## src/rtl/mac4x4_seq_ctrl.sv

```systemverilog
// Sequencer for the 4x4 weight-stationary MAC array: loads four weight rows, streams
// skewed input vectors, counts finished output rows and reports completion or timeout.
//
// state  | meaning
// S_IDLE   | waiting for start
// S_WLOAD  | weight-row fetch and load, 5 cycles
// S_STREAM | input-vector issue, one per cycle
// S_DRAIN  | skew pipe empties, waiting for remaining output rows
// S_FIN    | one-cycle done pulse
module mac4x4_seq_ctrl #(
    parameter int NR_W    = 8,
    parameter int TIMEOUT = 64
) (
    input  logic            clk,
    input  logic            rst_n,
    input  logic            start,
    input  logic [NR_W-1:0] nrows,
    output logic            busy,
    output logic            done,
    output logic            err,
    output logic [1:0]      wbuf_raddr,
    input  logic [31:0]     wbuf_rdata,
    output logic [NR_W-1:0] ibuf_raddr,
    input  logic [31:0]     ibuf_rdata,
    output logic            w_load,
    output logic [1:0]      wrow,
    output logic [31:0]     wdata,
    output logic [31:0]     idata,
    output logic [3:0]      icol_valid,
    input  logic [3:0]      ovalid
);

    localparam int TW = $clog2(TIMEOUT + 1);

    typedef enum logic [2:0] {
        S_IDLE,
        S_WLOAD,
        S_STREAM,
        S_DRAIN,
        S_FIN
    } state_t;

    state_t state, state_nx;

    logic [2:0]      k_cnt;
    logic [NR_W-1:0] n_cnt;
    logic [NR_W-1:0] nrows_q;
    logic [NR_W-1:0] out_cnt;
    logic [TW-1:0]   idle_tmr;
    logic            err_q;

    // Skew pipe entries are {valid, byte}; column j sits behind j register stages.
    logic            v0_q;
    logic [8:0]      c1_q;
    logic [1:0][8:0] c2_q;
    logic [2:0][8:0] c3_q;

    logic start_ok;
    logic pipe_empty;
    logic tmr_run;
    logic timeout;
    logic stream_last;
    logic act;
    logic [2:0] k_m1;
    logic unused_ovalid;

    assign unused_ovalid = ^ovalid[2:0];

    assign start_ok    = (state == S_IDLE) && start;
    assign pipe_empty  = !v0_q && !c1_q[8] && !c2_q[0][8] && !c2_q[1][8]
                         && !c3_q[0][8] && !c3_q[1][8] && !c3_q[2][8];
    assign tmr_run     = (state == S_DRAIN) && pipe_empty && !ovalid[3];
    assign timeout     = tmr_run && (idle_tmr == TW'(1));
    assign stream_last = (n_cnt == nrows_q - NR_W'(1));

    always_ff @(posedge clk or negedge rst_n) begin
        if (!rst_n) begin
            state <= S_IDLE;
        end else begin
            state <= state_nx;
        end
    end

    always_comb begin
        state_nx = state;
        unique case (state)
            S_IDLE:   if (start) state_nx = S_WLOAD;
            S_WLOAD:  if (k_cnt == 3'd4) state_nx = (nrows_q == '0) ? S_FIN : S_STREAM;
            S_STREAM: if (stream_last) state_nx = S_DRAIN;
            S_DRAIN: begin
                if (timeout || (pipe_empty && (out_cnt == nrows_q))) state_nx = S_FIN;
            end
            S_FIN:    state_nx = S_IDLE;
            default:  state_nx = S_IDLE;
        endcase
    end

    always_ff @(posedge clk or negedge rst_n) begin
        if (!rst_n) begin
            k_cnt    <= '0;
            n_cnt    <= '0;
            nrows_q  <= '0;
            out_cnt  <= '0;
            idle_tmr <= '0;
            err_q    <= 1'b0;
        end else begin
            if (start_ok) begin
                k_cnt   <= '0;
                n_cnt   <= '0;
                nrows_q <= nrows;
                out_cnt <= '0;
                err_q   <= 1'b0;
            end else begin
                if (state == S_WLOAD) k_cnt <= k_cnt + 3'd1;
                if (state == S_STREAM) n_cnt <= n_cnt + NR_W'(1);
                if ((state != S_IDLE) && ovalid[3] && (out_cnt != nrows_q))
                    out_cnt <= out_cnt + NR_W'(1);
                if (timeout) err_q <= 1'b1;
            end
            // Idle timer reloads whenever it is not actively counting a quiet drain cycle.
            if (tmr_run) idle_tmr <= idle_tmr - TW'(1);
            else         idle_tmr <= TW'(TIMEOUT);
        end
    end

    always_ff @(posedge clk or negedge rst_n) begin
        if (!rst_n) begin
            v0_q <= 1'b0;
            c1_q <= '0;
            c2_q <= '0;
            c3_q <= '0;
        end else if (timeout) begin
            v0_q <= 1'b0;
            c1_q <= '0;
            c2_q <= '0;
            c3_q <= '0;
        end else begin
            v0_q    <= (state == S_STREAM);
            c1_q    <= {v0_q, ibuf_rdata[23:16]};
            c2_q[0] <= {v0_q, ibuf_rdata[15:8]};
            c2_q[1] <= c2_q[0];
            c3_q[0] <= {v0_q, ibuf_rdata[7:0]};
            c3_q[1] <= c3_q[0];
            c3_q[2] <= c3_q[1];
        end
    end

    assign k_m1  = k_cnt - 3'd1;
    assign act   = (state == S_STREAM) || (state == S_DRAIN);
    assign wdata = wbuf_rdata;

    always_comb begin
        busy       = (state != S_IDLE);
        done       = (state == S_FIN);
        err        = err_q;
        w_load     = (state == S_WLOAD) && (k_cnt != 3'd0);
        wrow       = w_load ? k_m1[1:0] : 2'd0;
        wbuf_raddr = ((state == S_WLOAD) && (k_cnt < 3'd4)) ? k_cnt[1:0] : 2'd0;
        ibuf_raddr = (state == S_STREAM) ? n_cnt : '0;
        icol_valid = 4'b0000;
        idata      = 32'h0;
        if (act) begin
            icol_valid = {c3_q[2][8], c2_q[1][8], c1_q[8], v0_q};
            idata      = {v0_q       ? ibuf_rdata[31:24] : 8'h00,
                          c1_q[8]    ? c1_q[7:0]         : 8'h00,
                          c2_q[1][8] ? c2_q[1][7:0]      : 8'h00,
                          c3_q[2][8] ? c3_q[2][7:0]      : 8'h00};
        end
    end

endmodule
```

## config.mk

```make
export PLATFORM = sky130hd
export DESIGN_NAME = mac4x4_seq_ctrl
export DESIGN_NICKNAME = d
export VERILOG_FILES = /design/src/rtl/mac4x4_seq_ctrl.sv
export SDC_FILE = /design/constraint.sdc
export NUM_CORES = 1
export LEC_CHECK = 0
export BUFFER_PORTS_ARGS = -buffer_cell sky130_fd_sc_hd__buf_2
export CAP_MARGIN = 20
export CORE_MARGIN = 5
export CORE_UTILIZATION = 50
export CTS_CLUSTER_DIAMETER = 30
export DETAILED_ROUTE_END_ITERATION = 7
export GPL_TIMING_DRIVEN = 0
export PLACE_DENSITY = 0.8
export SETUP_SLACK_MARGIN = 0.4
export SKIP_CTS_REPAIR_TIMING = 1
export SLEW_MARGIN = 40
export SYNTH_ARGS = -nofsm -noshare
export SYNTH_HDL_FRONTEND = slang
export SYNTH_SLANG_ARGS = --single-unit
export TNS_END_PERCENT = 1
```

## constraint.sdc

```tcl
create_clock -name clk -period 3.14 [get_ports clk]
set_clock_uncertainty 0.05 [all_clocks]
set_input_delay 0.471 -clock clk [delete_from_list [all_inputs] [get_ports clk]]
set_output_delay 0.471 -clock clk [all_outputs]
set_load 0.01 [all_outputs]
```

* Yosys cells after proc, flatten, opt, wreduce, memory -nomap -nowiden
Index checks and enable logic that the tools add are counted. W data, S select, Z words.
Storage, ports and cells: input bits 79, bits in registers 93, logic and storage cells 96
Cells by class: magnitude comparators 1, multiplexer cells 28, add/sub/neg operators 6, equal/unequal tests 13, reductions and logical operators 34
Operators with widths (count):
- $mux W8 | 9
- $mux W32 | 1
- $mux W27 | 1
- $mux W3 | 7
- $mux W18 | 1
- $add A8 B1 Y8 const B | 2
- $eq A8 B8 Y1 | 2
- $logic_and A1 B1 Y1 | 15
- $pmux W3 S4 | 1
- $mux W9 | 1
- $logic_not A1 Y1 | 8
- $logic_not A8 Y1 | 1
- $ne A8 B8 Y1 | 1
- $reduce_bool A2 Y1 | 4
- $sub A8 B1 Y8 const B | 1
- $eq A7 B1 Y1 const B | 1
- $mux W7 | 1
- $sub A7 B1 Y7 const B | 1
- $eq A3 B2 Y1 const B | 2
- $eq A3 B3 Y1 const B | 2
- $ne A2 B2 Y1 const B | 3
- $reduce_bool A3 Y1 | 2
- $mux W2 | 2
- $mux W4 | 1
- other kinds (9) | 12

* Longest topological paths before layout
Gate-level depths: netlist of run 1.
depth after elaboration 13, mapped depth 7

* Worst setup path before layout of run 1
OpenSTA, ideal clock, no wires.
path kind register to output, start point register state[2], end point output port idata[26], slack 1.293 ns, data arrival time 1.326 ns, cell stages (with the launch flop) 5, cell sequence dfrtp_1 -> nor2b_1 -> clkbuf_1 -> clkbuf_1 -> and3_1
Between the ends: longest elaborated chain between the ends 3
Ends and longest elaborated chain:
- start: declaration | RTL line 43 | state_t state, state_nx;
- start signal: assignment | RTL line 80 | state <= state_nx;
- $eq A3 B2 Y1 | RTL line 149 | assign act = (state == S_STREAM) || (state == S_DRAIN);
- $logic_or A1 B1 Y1 (*) | RTL line 149
- $mux W32 (*) | RTL line 162 | if (act) begin
- end: declaration | RTL line 28 | output logic [31:0] idata,
Mark *: on every way between the ends. The rest lies on a longest branch, timed or not.

* Worst setup path in the final report of run 1
start point register state[2], end point output port idata[15]
Same word-level chain as after synthesis.

==> out/metrics.csv, run 1 <==
metric,value,unit
first_pass_iters,5,
timing.slew.headroom,0.653,
r2r_end,state[0],
yosys_warnings,0,
clkTransAtPathRegs,0.11,ns
cts.sinks,90,
post_drt_via_cell_ratio,5.04,
whs_path_depth,3,
cts_made_buffers,9,
max_freq,387,MHz
power_density,768,mW/mm^2
reg2reg_depth,7,
required,2.62,ns
synth_area_leaders,"dfrtp_1 (50%), and2_1 (7.2%), buf_4 (5.3%), and3_1 (4.7%), xnor2_1 (4.3%)",
startpoint_type,flip-flop,
worstHoldStart,nrows[3],
yosysTopAreaCellShare,0.500,
fin_tns_setup,0,ns
holdCritPathClass,input pin to flip-flop,
core,0.00876,sq mm
cts_root_buf,clkbuf_8,
wl,9970,um
pin_count,163,
fin_nets,664,
num_antenna_cells,0,
syn_avg_cell_area,10.3,sq um
critPathMaxFanout,10,
die_h,105,um
dp_hpwl,7610,um
r2r_setup_slack,1.02,ns
fin_crit,2.58,ns
outcome,"finished, final reports clean",
rr_startpoint,nrows_q[0],
drt-wirelength-per-cell,14.4,um
finalSetupViolCount,0,
p_total,4250,uW
worstSkewPairLatency,0.36,ns
port_buffers,127,
hold_violations,0,
die_w,105,um
num_rows,34,
synth-edff-count,0,
max_slew.worst_pin.slew,0.520,ns
drv_slew,0,
drive_above_1_share,0.349,
htreeDepth,3,
ir_drop,432,uV
grt_max_degree,65,
cellLeakagePower,0.00283,uW
drtIter0Drc,170,
syn_nets,524,
area_delta_synth_final,22.7,%
clockBufferDepth,2,
start_util,0.514,
yosysMostFrequentCell,dfrtp_1,
drc,0,
ys_seq_elements,90,
cts_tree,done,
critical_path_class,flip-flop to primary output,
yosysUniqueCellTypes,53,
final.fill_count,735,
grt_pass1_vias,3451,
synth-main-ff-cell,dfrtp_1,
rsz0062_at_grt,no,
synth_common_cells,"dfrtp_1 (90), and2_1 (52), and3_1 (34), nand2_1 (34), buf_4 (32)",
syn_inst,437,
cap_viol_max_count,0,
gp_congestion,0.859,
grt_use_total,0.178,
postRouteAntennaNets,0,
hold_path_end,nrows_q[3],
yosysTopAreaCell,dfrtp_1,
dieArea,0.0110,sq mm
end_kind,primary output,
async_flop_share,1.00,
vias,3479,
fin_crit_sh,0.822,
synth.cell_area,0.00451,sq mm
crit_arrival,2.06,ns
gr-total-overflow,0,
grt_antenna_before_repair,0,
grt_pass1_wl,16300,um
synth_seq_area_share,0.500,
logic make-up (layout without fill, tap and decap cells):
logic type / count (synthesis) / in the layout / share of synthesized area
flops: 90 / 90 / 0.500
compound gates: 33 / 33 / 0.0541
simple gates: 202 / 202 / 0.267
fa+ha+maj: 8 / 8 / 0.0222
mux: 3 / 3 / 0.00666
xor+xnor: 32 / 32 / 0.0622
buf+inv: 69 / 214 / 0.0885
cell usage in the layout, fill, tap and decap left out, types with 2 or more instances in the layout:
cell	instances
buf_2	130
dfrtp_1	90
and2_1	52
nand2_1	34
and3_1	34
buf_4	32
nor2_1	28
xnor2_1	22
clkbuf_1	17
inv_1	11
xor2_1	10
and2_4	9
clkbuf_8	9
nor3_1	8
o21ai_0	8
ha_1	8
nor2b_1	5
or3_1	5
a21oi_1	5
nand3_1	5
o211ai_1	4
buf_6	3
nor4_1	3
mux2i_1	3
nand4_1	3
clkinv_4	3
nor3b_1	2
clkbuf_2	2
o31ai_1	2
o21a_1	2
nand4b_1	2
inv_8	2
clkinv_8	2
worst max path at each step:
stage | start | end | cells after the start
floorplan | state[2] | idata[26] | 4
global placement | state[2] | idata[27] | 5
detailed placement | state[2] | idata[30] | 5
CTS | state[2] | idata[30] | 5
global route | state[2] | idata[11] | 5
finish | state[2] | idata[15] | 5
sequential cells by signal (all words and copies together) (netlist names):
name and cells:
nrows_q 8, err 1, idle_tmr 7, out_cnt 8, v0_q 1, c2_q 17
c1_q 9, n_cnt 8, c3_q 25, k_cnt 3, state 3
layout make-up:
type / count / area, sq um / area share
inverter: 11 / 41.3 / 0.00747
timing repair buffer: 129 / 679 / 0.123
tap: 108 / 135 / 0.0244
multi-input combinational: 278 / 1860 / 0.336
buffer: 58 / 360 / 0.0652
sequential: 90 / 2250 / 0.407
clock buffer: 9 / 124 / 0.0224
clock inverter: 7 / 81.3 / 0.0147
report_power, final:
part	switching, uW	internal (uW)	leakage (uW)
registers	251	1370	0.00110
logic	1030	825	0.00163
clock network	459	316	0.000103
critical path: stages, from the launching register on:
cell,delay (ns)
dfrtp_1,0.47
nor2b_1,0.28
clkbuf_2,0.30
clkbuf_1,0.32
and3_1,0.21
buf_2,0.13
through the flow:
| step | setup slack [ns] | cell area, sq um | cells | hold slack, ns | utilization |
|---|---|---|---|---|---|
| after floorplan | 1.29 | 4510 | 437 | 0.125 | - |
| after global placement | 0.771 | 5280 | 672 | 0.381 | 0.602 |
| after detailed placement | 0.715 | 5310 | 673 | 0.308 | 0.606 |
| after CTS | 0.319 | 5520 | 689 | -0.0895 | 0.630 |
| after global routing | 0.437 | 5530 | 690 | 0.244 | 0.631 |
| final | 0.559 | 5530 | 690 | 0.237 | 0.631 |
routing by layer:
metal / track usage / share of wire
met5: 0 / 0
met4: 0.0630 / 0.012
met3: 0.0407 / 0.083
met2: 0.308 / 0.50
met1: 0.219 / 0.40
No activity file was read; power rests on OpenSTA's default activity.
==> run 2: changes to the inputs <==
--- a/config.mk
+++ b/config.mk
@@ -5,6 +5,7 @@
 export SDC_FILE = /design/constraint.sdc
 export NUM_CORES = 1
 export LEC_CHECK = 0
+export ABC_AREA = 1
 export BUFFER_PORTS_ARGS = -buffer_cell sky130_fd_sc_hd__buf_2
 export CAP_MARGIN = 20
 export CORE_MARGIN = 5
==> constraint.sdc (replaced) <==
create_clock -name clk -period 2.6 [get_ports clk]
set_clock_uncertainty 0.05 [all_clocks]
set_input_delay 0.39 -clock clk [delete_from_list [all_inputs] [get_ports clk]]
set_output_delay 0.39 -clock clk [all_outputs]
set_load 0.01 [all_outputs]
==> run 2 against run 1 <==
  * Combinational power is 26% higher
  * First-iteration DRC count is 81% higher
  * Core utilization is 0.75 points lower
  * Worst setup slack worse by 0.13 ns
  * Sequential share of layout area is 1.4 points lower
  * Critical endpoint is now idata[23]
  * Area after synthesis is 3.7% higher
==> out/metrics.csv, run 2 <==
metric,value,unit
synth_seq_area_share,0.482,
fin_nets,831,
fin_tns_setup,0,ns
end_kind,primary output,
p_total,5180,uW
pin_count,163,
grt_pass1_wl,17400,um
hold_violations,0,
path_cells,inv_2 -> nor2_4 -> clkinvlp_4 -> buf_4 -> nor2_1 -> buf_2,
drc,0,
grt_pass1_vias,3736,
final_common_cell,nor2_1,
outcome,"finished, final reports clean",
area_delta_synth_final,22.7,%
clockBufferDepth,2,
cts_made_buffers,9,
postRouteAntennaNets,0,
power_density,904,mW/mm^2
dieArea,0.0114,sq mm
htreeDepth,3,
synth_area_leaders,"dfrtp_1 (48%), nor2_1 (11%), nand2_1 (9.1%), inv_1 (7.5%), buf_4 (5.8%)",
placedCellCount,840,
grt_max_degree,61,
syn_inst,601,
synth-edff-count,0,
rsz0062_at_grt,yes,
stdcell_area,0.00573,sq mm
start_util,0.508,
gr-total-overflow,0,
syn_avg_cell_area,7.78,sq um
critPathMaxFanout,10,
yosysUniqueCellTypes,31,
reg_top3,"c3_q: 25 flops, c2_q: 17 flops, c1_q: 9 flops",
ys_seq_elements,90,
vias,4005,
dp_hpwl,8020,um
cts_root_buf,clkbuf_8,
holdCritPathClass,input pin to flip-flop,
whs_path_depth,3,
worstSkewPairLatency,0.36,ns
timing.slew.headroom,0.722,
first_pass_iters,4,
async_flop_share,1.00,
die_h,107,um
synth.cell_area,0.00467,sq mm
final_cell_mix,"nor2_1 (133), buf_2 (131), nand2_1 (112)",
ir_drop,566,uV
clkTransAtPathRegs,0.10,ns
fin_crit,2.17,ns
max_freq,461,MHz
grt_antenna_before_repair,1,
cellLeakagePower,0.00322,uW
max_slew.worst_pin.slew,0.417,ns
yosysMostFrequentCell,nor2_1,
post_drt_via_cell_ratio,4.65,
core,0.00920,sq mm
startpoint_type,flip-flop,
drive_above_1_share,0.287,
cts_tree,done,
wl,10500,um
regMostFlops,c3_q,
synth-main-ff-cell,dfrtp_1,
finalSetupViolCount,0,
largest_reg_flops,25,
syn_nets,688,
drv_slew,0,
instances_no_fill,861,
drtIter0Drc,307,
yosys_warnings,0,
num_rows,35,
cpPeakStageDelay,0.40,ns
crit_arrival,1.73,ns
gp_congestion,0.856,
cts.sinks,90,
yosysTopAreaCell,dfrtp_1,
crit_slowest_cell,dfrtp_1,
yosysTopAreaCellShare,0.482,
port_buffers,127,
critical_path_class,flip-flop to primary output,
die_w,107,um
reg2reg_depth,13,
synth_common_cells,"nor2_1 (134), nand2_1 (113), inv_1 (94)",
cap_viol_max_count,0,
fin_crit_sh,0.834,
required,2.16,ns
drt-wirelength-per-cell,12.2,um
dpl_cell_area,0.00548,sq mm
grt_use_total,0.189,
## run 2: cell types whose count changed in the layout (fill, tap and decap cells not counted), moves of 9 or more
cell and delta:
nor2_1 +105, inv_1 +83, nand2_1 +78, and2_1 -52
and3_1 -34, nand3_1 +17, o21ai_0 +14, clkbuf_1 -12
xnor2_1 -11, and2_4 -9
## run 2: path summary, 6_finish.rpt
check,slack (ns),from,to
worst max-delay path,0.43,state[1],idata[23]
worst min-delay path,0.17,ibuf_rdata[2],c3_q[2]
worst max register to register,0.86,nrows_q[0],state[2]
worst min register to register,0.42,c3_q[7],c3_q[16]
max in group asynchronous,1.49,rst_n,c1_q[7]
min in group asynchronous,0.42,rst_n,c3_q[3]
## run 2: final cells by class
cell class / instances / area (sq um)
fill: 813 / 3460
clock buffer: 9 / 124
timing repair buffer: 132 / 702
multi-input combinational: 359 / 1690
buffer: 53 / 377
sequential: 90 / 2250
clock inverter: 7 / 73.8
inverter: 99 / 375
tap: 111 / 139
antenna: 1 / 2.50
## run 2: worst max-delay path: cells and delay by family (launching register included)
family                 cells  cell delay, ns
buffers and inverters      4            0.64
DFF                        1            0.40
and+or+nand+nor            2            0.34
## run 2: logic make-up after synthesis
group	count (synthesis)	share of synthesized area
simple gates	295	0.261
fa+ha+maj	8	0.0214
xor+xnor	17	0.0319
buf+inv	152	0.159
flops	90	0.482
compound gates	39	0.0450
## run 2: per-layer routing
layer	part of all wire	GRT usage	vias up
met5	0	0	-
met4	0.024	0.0822	0
met3	0.058	0.0349	22
met2	0.49	0.322	137
met1	0.43	0.236	1793
li1	-	-	2053
## run 2: power by group
| group | switching, uW | internal (uW) |
|---|---|---|
| Combinational | 1420 | 910 |
| Clock | 550 | 375 |
| Sequential | 269 | 1660 |
## run 2: per-stage QoR
step                setup WS [ns]  hold slack [ns]  utilization
floorplan                   0.911           0.0444            -
global placement            0.344            0.400        0.593
detailed placement          0.643            0.238        0.596
CTS                         0.220           -0.162        0.618
global route                0.332            0.165        0.624
finish                      0.432            0.170        0.624
